### src/rtl/fifo_wptr_wstatus.sv
// Write-side pointer and status controller for the asynchronous FIFO.
// Tracks binary/Gray write pointers and derives full, almost-full, fill level, free space and overflow.
module fifo_wptr_wstatus #(
  parameter int Address = 3
) (
  input  logic               Wclk,
  input  logic               Wrst,
  input  logic               Winc,
  input  logic [Address:0]   Wq2_rptr,
  input  logic [Address:0]   Wafull_th,
  input  logic               Wovf_clr,
  output logic               Wen,
  output logic [Address-1:0] Wadder,
  output logic [Address:0]   Wptr,
  output logic               Wfull,
  output logic               Wafull,
  output logic [Address:0]   Wcount,
  output logic [Address:0]   Wfree,
  output logic               Wovf
);

  localparam logic [Address:0] DEPTH = (Address+1)'(1) << Address;

  logic [Address:0] wbin;
  logic [Address:0] wbin_next;
  logic [Address:0] wgray_next;
  logic [Address:0] rbin;
  logic [Address:0] count_next;

  assign Wen    = Winc & ~Wfull;
  assign Wadder = wbin[Address-1:0];

  // Each binary bit is the XOR of all Gray bits at or above it.
  always_comb begin
    rbin = '0;
    for (int unsigned i = 0; i <= Address; i++) begin
      rbin[i] = ^(Wq2_rptr >> i);
    end
  end

  always_comb begin
    wbin_next  = wbin + {{Address{1'b0}}, Wen};
    wgray_next = (wbin_next >> 1) ^ wbin_next;
    count_next = wbin_next - rbin;
  end

  always_ff @(posedge Wclk or posedge Wrst) begin
    if (Wrst) begin
      wbin   <= '0;
      Wptr   <= '0;
      Wcount <= '0;
      Wfree  <= DEPTH;
      Wfull  <= 1'b0;
      Wafull <= 1'b0;
      Wovf   <= 1'b0;
    end else begin
      wbin   <= wbin_next;
      Wptr   <= wgray_next;
      Wcount <= count_next;
      Wfree  <= DEPTH - count_next;
      Wfull  <= (count_next == DEPTH);
      Wafull <= (Wafull_th != '0) && (count_next >= Wafull_th);
      if (Winc && Wfull)
        Wovf <= 1'b1;
      else if (Wovf_clr)
        Wovf <= 1'b0;
    end
  end

endmodule

### config.mk
export PLATFORM = sky130hd
export DESIGN_NAME = fifo_wptr_wstatus
export DESIGN_NICKNAME = d
export VERILOG_FILES = /design/src/rtl/fifo_wptr_wstatus.sv
export SDC_FILE = /design/constraint.sdc
export NUM_CORES = 1
export LEC_CHECK = 0
export CAP_MARGIN = 10
export CORE_MARGIN = 4
export CORE_UTILIZATION = 44
export CTS_CLUSTER_DIAMETER = 30
export DETAILED_ROUTE_END_ITERATION = 8
export GPL_TIMING_DRIVEN = 0
export PLACE_DENSITY = 0.85
export SLEW_MARGIN = 20
export SYNTH_ARGS = -nofsm -noshare
export SYNTH_HDL_FRONTEND = slang
export SYNTH_SLANG_ARGS = --single-unit
### constraint.sdc
create_clock -name Wclk -period 3.75 [get_ports Wclk]
set_input_delay 0.75 -clock Wclk [delete_from_list [all_inputs] [get_ports Wclk]]
set_output_delay 0.75 -clock Wclk [all_outputs]
set_load 0.005 [all_outputs]
==> results of run 1 <==
[state kept, by name (all words and copies together) (netlist names)]
| name | flops |
|---|---|
| Wafull | 1 |
| wbin | 3 |
| Wcount | 4 |
| Wptr | 4 |
| Wfree | 3 |
| Wovf | 1 |
| Wfull | 1 |
[stage by stage]
stage	setup WS, ns	TNS (ns)	hold slack [ns]
CTS	0.133	0	0.566
finish	0.251	0	0.558
detailed placement	-0.174	-0.174	0.552
global route	0.0523	0	0.585
global placement	-0.0704	-0.0704	0.497
floorplan	0.632	0	0.489
[cells in the mapped netlist (all sizes together)]
library cell	number
nor4	1
nand3	2
nor2	1
xor2	8
a21oi	2
xnor2	8
and3	1
o21ai	1
nor2b	1
nand3b	1
nand2b	1
o221ai	1
nor4b	1
dfrtp	16
ha	10
buf	3
o2111a	1
inv	11
nor3	1
dfstp	1
a21o	2
xnor3	1
nand2	2
[worst max path at each step]
stage | cells past startpoint | to | from
3_3_place_gp | 13 | Wafull | Winc
6_report | 13 | Wafull | Winc
5_1_grt | 13 | Wafull | Winc
2_1_floorplan | 12 | Wafull | Winc
3_5_place_dp | 13 | Wafull | Winc
4_1_cts | 13 | Wafull | Winc
[per-layer routing]
layer	vias to the layer above	GRT usage (%)	part of all wire (%)
li1	313	-	-
met1	305	13.2	38
met2	26	23.9	49
met3	5	1.41	9.2
met4	0	10.2	3.1
met5	-	0	0
[worst min-delay path, delay by kind of cell, from the launching register on]
kind             cells  cell delay [ns]
flip-flops           1             0.38
AND/OR/NAND/NOR      1             0.06
AO/OA/AOI/OAI        1             0.08
[kinds of logic (layout without fill, tap and decap cells)]
family | count (synthesis) | after routing | share of synthesized area (%)
xor+xnor | 17 | 17 | 18.9
flops | 17 | 17 | 47.0
buf+inv | 14 | 47 | 6.76
simple gates | 12 | 12 | 7.59
fa+ha+maj | 10 | 10 | 13.8
compound gates | 7 | 7 | 5.93
[cell type report]
type,count,area (um^2)
flip-flops and latches,17,427
fillers,139,697
plain buffers,3,20.0
repair buffers,29,290
well taps,27,33.8
inverters,11,41.3
multi-input cells,46,427
clock buffers,4,26.3
[power by group through the flow]
stage          registers, W  clock network [W]  logic (W)
6_report           0.000330          0.0000932   0.000820
3_5_place_dp       0.000333                  0   0.000824
5_1_grt            0.000340           0.000102   0.000915
4_1_cts            0.000329          0.0000955   0.000827
2_1_floorplan      0.000343                  0   0.000493
3_3_place_gp       0.000329                  0   0.000776
==> reports/qor.csv, run 1 <==
metric,value,unit
R2R Path Start,Wfull,
clock buffer depth,2,
CP required,3.92,ns
Slew @ Worst Pin,0.599,ns
Final ANT Viol Nets,0,
worst-path maximum fanout,5,
IO Pins,31,
R2R Setup Slk,0.81,ns
final WL,1760,um
kind of critical path,input pin to flip-flop,
Post-CTS Setup Repair Bufs,0,
Final Cell Area,0.00126,mm^2
Post-Synthesis Cells,77,
Nets,133,
fmax,286,MHz
crit end category,flip-flop,
cts repair resizes,0,
Hold/Removal Path Class,flip-flop to flip-flop,
Setup Viol. Count Final,0,
largest net degree at the start of global routing,18,
CP Cell Sequence,clkdlybuf4s50_1 -> nor2b_1 -> ha_1 -> ha_1 -> xor2_2 -> ha_1 -> nand3b_1 -> o221ai_1 -> nor3_1 -> xnor2_1 -> ha_1 -> a21oi_1 -> nor2_1,
1st-iter DRT viols,9,
Fin Clk Skew,0.00142,ns
CP Launch Type,input pin,
R2R depth,12,
clock latency on the worst-skew pair,0.28,ns
worst path bufs/invs,1,
Syn. warnings,0,
fin crit share,93.3,%
number of global-route vias before repair,605,
Reg power frac,26.6,%
Final Non-Filler Cells,137,
Max VDD drop,0.000482,V
status,"complete, no violations",
clk sinks,17,
ratio of cells with drive above 1 in the final layout,10.9,%
routed via count,649,
Slew Limit Fails,0,
clock root cell,clkbuf_4,
PD cells,983,mW/mm^2
Post-DP HPWL,1500,um
post-layout util,64.5,%
Yosys reg bits,17,
Hold Path End,Wovf,
PortBufs,29,
Via density,4.74,
TritonCTS clock tree,done,
first-pass GRT wire length,2560,um
syn nets,99,
diode count,0,
Congestion Overflow GR,0,
Critical Path AT,3.67,ns
"commonest non-fill, non-tap cell in the layout",clkdlybuf4s50_1,
clock transition at the registers of the reported paths,0.09,ns
WL/cell,12.8,um
Worst R2R End,Wafull,
Cells after DPL,133,
"Seq/Total Area, Yosys",47.0,%
net switching power,0.000473,W
"Slowest-stage cell, CP",clkdlybuf4s50_1,
most used cell along the critical path,ha_1,
post-synth top area cell,dfrtp_1,
DRC errors left,0,
Slew HR,60.0,%
Die H,53.4,um
"Hold Vio Cnt, Final",0,
sw frac,38.1,%
core area,0.00196,mm^2
Initial Util,46.2,%
CTS buffer count,3,
Die Area,0.00285,mm^2
Pleak,0.585,nW
"top cells by area, synth","dfrtp_1, ha_1, xnor2_1",
final RePlAce weighted congestion,0.716,
crit-path leading delay family,adder cells,
most frequent cells in the layout,"clkdlybuf4s50_1, dfrtp_1, inv_1, ha_1, xnor2_1",
top cell type's share of synthesized area,44.1,%
internal power,0.000770,W
Logic pwr share,65.9,%
Mean Syn Cell Area,11.8,um^2
Pwr Total,0.00124,W
Hold Crit Start,Wfull,
max_cap viols,0,
synth unique cells,26,
worst hold stages,2,
RSZ-0062 raised after global routing,false,
Tot GR Track Use,13.1,%
"Hold-fix buffers, CTS",0,
FP Rows,16,
synth-to-layout area growth,39.4,%
Tmin final,3.50,ns
Detailed Routing Iterations Pass 1,4,
clock network power share,7.5,%
Max stage delay on crit path,0.48,ns
synthesized area,907,um^2
Die X,53.4,um
dpl cell area,0.00123,mm^2
H-tree Lvls,1,
initial antenna violation count,0,
Note: power is estimated with default switching activity, not from simulation.
==> run 2: changes to the inputs <==
--- a/config.mk
+++ b/config.mk
@@ -12,6 +12,7 @@
 export DETAILED_ROUTE_END_ITERATION = 8
 export GPL_TIMING_DRIVEN = 0
 export PLACE_DENSITY = 0.85
+export SETUP_SLACK_MARGIN = 0.3
 export SLEW_MARGIN = 20
 export SYNTH_ARGS = -nofsm -noshare
 export SYNTH_HDL_FRONTEND = slang
==> reports/qor.csv, run 2 (synthesis gave the netlist of run 1 again) <==
metric,value,unit,change
core area,0.00196,mm^2,unchanged
Die X,53.4,um,unchanged
DRC errors left,0,,unchanged
Detailed Routing Iterations Pass 1,2,,-2
Slew @ Worst Pin,0.605,ns,+0.00669 ns
R2R Setup Slk,0.97,ns,+0.16 ns
met3 usage,1.41,%,unchanged
CP Cell Sequence,clkdlybuf4s50_1 -> nor2b_2 -> ha_1 -> ha_1 -> clkbuf_4 -> xor2_1 -> ha_1 -> a21oi_2 -> xor2_2 -> inv_1 -> ha_1 -> a21o_1 -> a21oi_1 -> nor2_1,,
Worst R2R End,Wafull,,
routed via count,663,,+2.2%
Cells after DPL,133,,unchanged
"Hold Vio Cnt, Final",0,,unchanged
CP required,3.93,ns,about the same
RSZ-0062 raised after global routing,false,,
number of global-route vias before repair,628,,+3.8%
Die Area,0.00285,mm^2,unchanged
met2 usage,26.9,%,+3.1 points
Nets,136,,+2.3%
fmax,299,MHz,+4.5%
Tot GR Track Use,15.0,%,+1.9 points
max_cap viols,0,,unchanged
Setup Viol. Count Final,0,,unchanged
Initial Util,46.2,%,unchanged
GRT met1 Usage,16.2,%,+3.0 points
Hold/Removal Path Class,flip-flop to flip-flop,,
clock buffer depth,2,,unchanged
R2R depth,13,,+1
Via density,4.74,,about the same
fin crit share,89.3,%,-4.0 points
most used cell along the critical path,ha_1,,
clock transition at the registers of the reported paths,0.09,ns,about the same
Final Non-Filler Cells,140,,+2.2%
"Slowest-stage cell, CP",clkdlybuf4s50_1,,
largest net degree at the start of global routing,18,,unchanged
Slew Limit Fails,0,,unchanged
Pleak,0.606,nW,+3.6%
IO Pins,31,,unchanged
crit end category,flip-flop,,
TritonCTS clock tree,done,,
WL/cell,14.3,um,+11%
Fin Clk Skew,0.00471,ns,+0.00328 ns
first-pass GRT wire length,2900,um,+13%
Critical Path AT,3.53,ns,-0.14 ns
CTS buffer count,3,,unchanged
kind of critical path,input pin to flip-flop,,
clock latency on the worst-skew pair,0.29,ns,about the same
Die H,53.4,um,unchanged
ratio of cells with drive above 1 in the final layout,16.8,%,+5.9 points
Final ANT Viol Nets,0,,unchanged
post-layout util,66.6,%,+2.2 points
worst-path maximum fanout,7,,+2
initial antenna violation count,0,,unchanged
Max VDD drop,0.000546,V,+13%
largest registers,"Wcount (4), Wptr (4)",,
clock root cell,clkbuf_4,,
FP Rows,16,,unchanged
Max stage delay on crit path,0.43,ns,-0.05 ns
Filler Cell Count,138,,-0.72%
most frequent cells in the layout,"clkdlybuf4s50_1, dfrtp_1, inv_1, ha_1, xnor2_1",,
Hold Crit Start,Wovf,,
1st-iter DRT viols,8,,-1
final RePlAce weighted congestion,0.716,,unchanged
worst hold stages,2,,unchanged
Hold Path End,Wovf,,
R2R Path Start,Wfull,,
Tmin final,3.35,ns,-0.150 ns
CP Launch Type,input pin,,
clk sinks,17,,unchanged
busiest grt layer,met2,,
Congestion Overflow GR,0,,unchanged
Post-DP HPWL,1500,um,unchanged
PD cells,1040,mW/mm^2,+6.3%
diode count,0,,unchanged
Slew HR,59.6,%,-0.45 points
status,"complete, no violations",,
H-tree Lvls,1,,unchanged
PortBufs,29,,unchanged
final WL,2000,um,+14%
"commonest non-fill, non-tap cell in the layout",clkdlybuf4s50_1,,
Pwr Total,0.00137,W,+9.8%
synth-to-layout area growth,44.1,%,
-- run 2: cell types whose count changed in the layout (fill, tap and decap cells not counted), sizes merged --
cell / change
clkbuf: +1
buf: +2
-- run 2: layer usage --
| layer | part of all wire, % | up-vias | wire, um |
|---|---|---|---|
| li1 | - | 318 | - |
| met1 | 39 | 318 | 785 |
| met2 | 50 | 22 | 1010 |
| met3 | 7.5 | 5 | 150 |
| met4 | 2.8 | 0 | 55 |
| met5 | 0 | - | 0 |
-- run 2: worst max path at each step --
stage               start     end  cells after the start
global placement     Winc  Wafull                     13
finish               Winc  Wafull                     14
floorplan            Winc  Wafull                     12
CTS                  Winc  Wafull                     13
detailed placement   Winc  Wafull                     13
global route         Winc  Wafull                     14
-- run 2: repair_timing --
item	CTS	global route
pin swaps	0	0
setup buffers	1	2
endpoints found under the setup margin	1	1
resized for setup	1	5
hold buffers	0	0
-- run 2: area by class of cell --
class	instances	area [um^2]	area share (%)
timing repair buffer	32	313	23.9
inverter	11	41.3	3.16
sequential	17	427	32.6
clock buffer	4	26.3	2.01
tap	27	33.8	2.58
multi-input combinational	46	444	34.0
buffer	3	22.5	1.72
-- run 2: where the power goes --
part	switching, W	leakage, nW	internal (W)
Clock	0.0000542	0.0150	0.0000414
Combinational	0.000420	0.389	0.000516
Sequential	0.0000422	0.202	0.000292
Total	0.000516	0.606	0.000850
-- run 2: metrics by stage --
stage / cell area, um^2 / TNS [ns] / hold WS [ns] / setup WS [ns]
after global routing: 1310 / 0 / 0.586 / 0.271
final: 1310 / 0 / 0.562 / 0.401
after global placement: 1230 / -0.0704 / 0.497 / -0.0704
after floorplan: 907 / 0 / 0.489 / 0.632
after CTS: 1270 / 0 / 0.566 / 0.337
after detailed placement: 1230 / -0.174 / 0.552 / -0.174
-- run 2: critical path, delay by kind of cell --
family	cells	cell delay [ns]
adders and majority gates	4	1.00
xor gates and xnor gates	2	0.36
and+or+nand+nor	2	0.23
AOI/OAI and AO/OA	3	0.44
buffers and inverters	3	0.75
